<file path="src/rtl/ram_read_checker_pkg.sv">
// Shared definitions for the RAM read-back checker and the pattern writer:
// the checker state encoding, the default seed and the 16-bit LFSR next-state function.
package ram_read_checker_pkg;

  typedef enum logic [1:0] {
    ST_IDLE  = 2'd0,
    ST_READ  = 2'd1,
    ST_DRAIN = 2'd2,
    ST_DONE  = 2'd3
  } state_t;

  localparam logic [15:0] DEFAULT_SEED = 16'hACE1;

  // Fibonacci LFSR step; the writer uses the same function so both streams match.
  function automatic logic [15:0] lfsr16_next(input logic [15:0] cur);
    lfsr16_next = {cur[14:0], cur[15] ^ cur[13] ^ cur[12] ^ cur[10]};
  endfunction

endpackage

</file>
<file path="src/rtl/ram_read_checker_lfsr16.sv">
// 16-bit pattern LFSR with synchronous load-to-seed and advance enable.
module lfsr16
  import ram_read_checker_pkg::*;
#(
  parameter logic [15:0] SEED = DEFAULT_SEED
) (
  input  logic        clk,
  input  logic        rst_n,
  input  logic        load,
  input  logic        adv,
  output logic [15:0] state
);

  logic [15:0] state_r;

  // Load wins over advance so every restart begins exactly at SEED.
  always_ff @(posedge clk or negedge rst_n) begin
    if (!rst_n) begin
      state_r <= SEED;
    end else if (load) begin
      state_r <= SEED;
    end else if (adv) begin
      state_r <= lfsr16_next(state_r);
    end else begin
      state_r <= state_r;
    end
  end

  assign state = state_r;

endmodule

</file>
<file path="config.mk">
export PLATFORM = sky130hd
export DESIGN_NAME = lfsr16
export DESIGN_NICKNAME = d
export VERILOG_FILES = /design/src/rtl/ram_read_checker_pkg.sv /design/src/rtl/ram_read_checker_lfsr16.sv
export SDC_FILE = /design/constraint.sdc
export NUM_CORES = 1
export LEC_CHECK = 0
export CAP_MARGIN = 30
export CELL_PAD_IN_SITES_DETAIL_PLACEMENT = 1
export CELL_PAD_IN_SITES_GLOBAL_PLACEMENT = 2
export CORE_AREA = 2 2 52 54
export DETAILED_ROUTE_END_ITERATION = 10
export DIE_AREA = 0 0 54 56
export PLACE_DENSITY_LB_ADDON = 0.1
export SLEW_MARGIN = 10
export SYNTH_ARGS = -nofsm -noshare
export SYNTH_HDL_FRONTEND = slang
export SYNTH_SLANG_ARGS = --single-unit
</file>
<file path="constraint.sdc">
create_clock -name clk -period 1.2 [get_ports clk]
set_input_delay 0.12 -clock clk [delete_from_list [all_inputs] [get_ports clk]]
set_output_delay 0.12 -clock clk [all_outputs]
set_load 0.005 [all_outputs]
</file>
Yosys cells after proc, flatten, opt, wreduce, memory -nomap -nowiden
Index checks and enable logic that the tools add are counted.
Widths: inputs -> output; s select.
{"block": "totals", "regBits": 16, "inputBits": 4, "out_inout_bits": 16, "word_cells": 7}
{"block": "classes", "mux": 2, "bitwise_logic": 3, "n_reduce_logical": 1}
{"operator": "$mux 16", "count": 2}
{"operator": "$xor 1x1->1", "count": 3}
{"operator": "$reduce_bool 2->1", "count": 1}

Longest topological paths before layout
{"block": "logic_depth", "word_depth": 5, "mapped_depth": 4, "ltp_nobuf": 3}

Least setup slack after synthesis
No wires, ideal clock.
{"block": "synth_path", "path_type": "register -> register", "from": "reg state_r[13], in the netlist state[13]", "to": "reg state_r[0], in the netlist state[0]", "setup_time_ns": 0.089, "arrival_ns": 0.885, "required_time_ns": 1.111, "slack_ns": 0.226, "stages_incl_launch_ff": 4, "path_buffers": 0, "period_less_slack_ns": 0.974, "cell_sequence": "dfstp_2 -> xnor2_1 -> xnor2_1 -> a31oi_1"}
{"block": "synth_via", "elab_chain_cells": 5}
{"element": "start: declaration", "line": "ram_read_checker_lfsr16.sv:14", "source": "logic [15:0] state_r;"}
{"element": "start signal: assignment", "line": "ram_read_checker_lfsr16.sv:23", "source": "state_r <= lfsr16_next(state_r);"}
{"element": "start signal: assignment", "line": "ram_read_checker_lfsr16.sv:25", "source": "state_r <= state_r;"}
{"element": "$xor 1x1->1 (3 in series)", "line": "ram_read_checker_pkg.sv:16", "source": "lfsr16_next = {cur[14:0], cur[15] ^ cur[13] ^ cur[12] ^ cur[10]};"}
{"element": "$mux 16", "line": "ram_read_checker_lfsr16.sv:22", "source": "end else if (adv) begin"}
{"element": "$mux 16", "line": "ram_read_checker_lfsr16.sv:20", "source": "end else if (load) begin"}
No other way between the ends. The select of a mux whose other input is x is not followed.
A chain may end at the register's enable or synchronous reset.

Worst setup path in the final report
{"block": "layout_path", "from": "reg state_r[7], in the netlist state[7]", "to": "out state[7]"}
{"element": "end: declaration", "line": "ram_read_checker_lfsr16.sv:11", "source": "output logic [15:0] state"}
No word-level cell between the ends.

==> run summary <==
Run status: finished clean
Pin count of the biggest net entering global routing: 18
Kind of critical path: reg2out
Synth area leader: dfstp_2
DRT Wirelength: 1557 um
Max-slew violations: 0
Worst EP arrival: 1.03 ns
Synthesized area per cell: 12.53 um2
Die area: 3024 um2
Pre-antenna DRT Iters: 1
Die X: 54 um
Maximum root-to-sink buffer count: 2
Final setup TNS: 0 ns
CTS root buf: clkbuf_4
Post-synth top area share: 0.3049
Max Cap Violations: 0
Hold-fix buffers, CTS: 0
Cell Area, Synth: 689.4 um2
HPWL reported at the end of detailed placement: 1014 um
Final hold violations: 0
Worst Setup End Kind: primary output
Via count of the first global-routing pass: 613
Flop-to-flop setup slack: 0.09 ns
Skew final: 0.005041 ns
Worst Path Buf+Inv: 1
Worst-Margin Slew: 0.2497 ns
Core area: 2432 um2
CP max stage delay: 0.54 ns
WL/cell: 12.56 um
Worst hold path type: in2async
Sequential-to-total area share from yosys stat: 0.5953
Clk Latency, worst-skew pair: 0.29 ns
Crit share post-route: 0.9572
Clk slew on worst S/H paths: 0.10 ns
Req. time, crit path: 1.08 ns
Syn. warnings: 0
Inst Count DP: 107
Max reg flops: 16
CTS tree: yes
Most common cell after layout, fill and taps aside: buf_4
Tmin final: 1.149 ns
DR iter-0 viols: 0
FF-to-FF Start: state[15]
CP top delay family: flip-flops
Final nets: 99
GR Util All Layers: 0.1257
Peak Freq: 870.6 MHz
# rows: 18
Final Non-Filler Cells: 124
Crit-path slowest cell: dfstp_2
Die height: 56 um
Lkg Pwr: 0.5422 nW
Global route total overflow: 0
Unrepaired setup endpoints after global routing: false
Crit start category: register
#FFs+latches synth: 16
Final instance area: 1067 um2
PD cells: 1142 nW/um2
CTS Buf Count: 3
Critical Path Start: state[7]
Layout cell share with drive strength beyond 1: 0.3298
Final Setup Violations: 0
Critical path, cell by cell: clkdlybuf4s15_1
Post-Syn Nets: 59
Initial antenna violation count: 0
GP Congestion: 0.6714
Most frequent cells in the layout: buf_4, mux2i_1
Clock sinks: 16
Routed Antenna Nets: 0
CP Max Fanout: 2
Vias/cell: 4.427
P&R area growth vs syn: 54.81%
Antenna cells: 0
Initial Util: 0.2834
IO Count: 20
Cell variety after synth: 12
Buffers on Ports: 19
First-pass GRT wire length: 2739 um
H-tree Lvls: 1
Post-synthesis cell count: 55
VDD IR max: 0.0005986 V
DR vias: 549
Placed instance area: 943.4 um2
Worst slew margin: 0.8334
# DRC: 0
Synth top area cells: dfstp_2, dfrtp_1, mux2i_1
-- per-stage QoR --
step | setup slack [ns] | utilization | total power, mW | hold slack, ns
after floorplan | 0.2262 | - | 0.7265 | -0.1756
after global routing | 0.01237 | 0.4388 | 1.282 | 0.1644
after detailed placement | -0.02280 | 0.3879 | 0.8553 | 0.4674
after global placement | 0.02245 | 0.3879 | 0.8528 | 0.4622
final | 0.05140 | 0.4388 | 1.218 | 0.1375
after CTS | 0.007133 | 0.4347 | 1.237 | 0.1436
-- synthesized netlist by cell type, drive strengths merged --
| master | n |
|---|---|
| mux2i | 15 |
| clkbuf | 1 |
| nor2 | 8 |
| buf | 2 |
| a31oi | 1 |
| dfrtp | 8 |
| inv | 1 |
| nand2 | 7 |
| dfstp | 8 |
| xnor2 | 3 |
| nor3 | 1 |
-- layout make-up --
class / instances / area (um2)
well taps: 30 / 37.54
repair buffers: 38 / 335.3
clock buffers: 4 / 36.28
inverters: 1 / 3.754
fillers: 277 / 1365
multi-input cells: 35 / 244.0
flip-flops and latches: 16 / 410.4
-- worst register-to-register path, cell delays in order (launching register included) --
cell and delay (ns):
dfstp_2 0.54, buf_4 0.11, xnor2_1 0.13, xnor2_1 0.09, a31oi_1 0.17
-- power breakdown --
part	switching, mW	internal (mW)	total, mW
Combinational	0.103	0.147	0.251
Sequential	0.0181	0.590	0.608
Clock	0.175	0.185	0.360
-- path summary, 6_finish.rpt --
kind,depth (start not counted),endpoint
worst min-delay path,2,state[12]
worst max-delay path,1,state[7]
worst min register to register,3,state[15]
worst max register to register,4,state[0]
min in group clk,3,state[0]
max in group asynchronous,2,state[5]
-- metal layers --
metal	GRT usage	part of all wire
met4	0.07500	0.022
met3	0.02419	0.041
met1	0.1613	0.45
met2	0.1899	0.49
met5	0	0
-- timing repair --
| item | CTS | global route |
|---|---|---|
| endpoints found under the setup margin | 16 | 8 |
| gates cloned | 0 | 0 |
| resized for setup | 16 | 8 |
| setup buffers | 13 | 0 |
-- logic make-up after synthesis --
group                     count (synthesis)  synth area share
AOI/OAI and AO/OA                         1          0.009080
DFF                                      16            0.5953
xor gates and xnor gates                  3           0.03812
and+or+nand+nor                          16           0.08893
buffers and inverters                     4           0.05080
muxes                                    15            0.2178
Power figures use the tool's default switching activity.
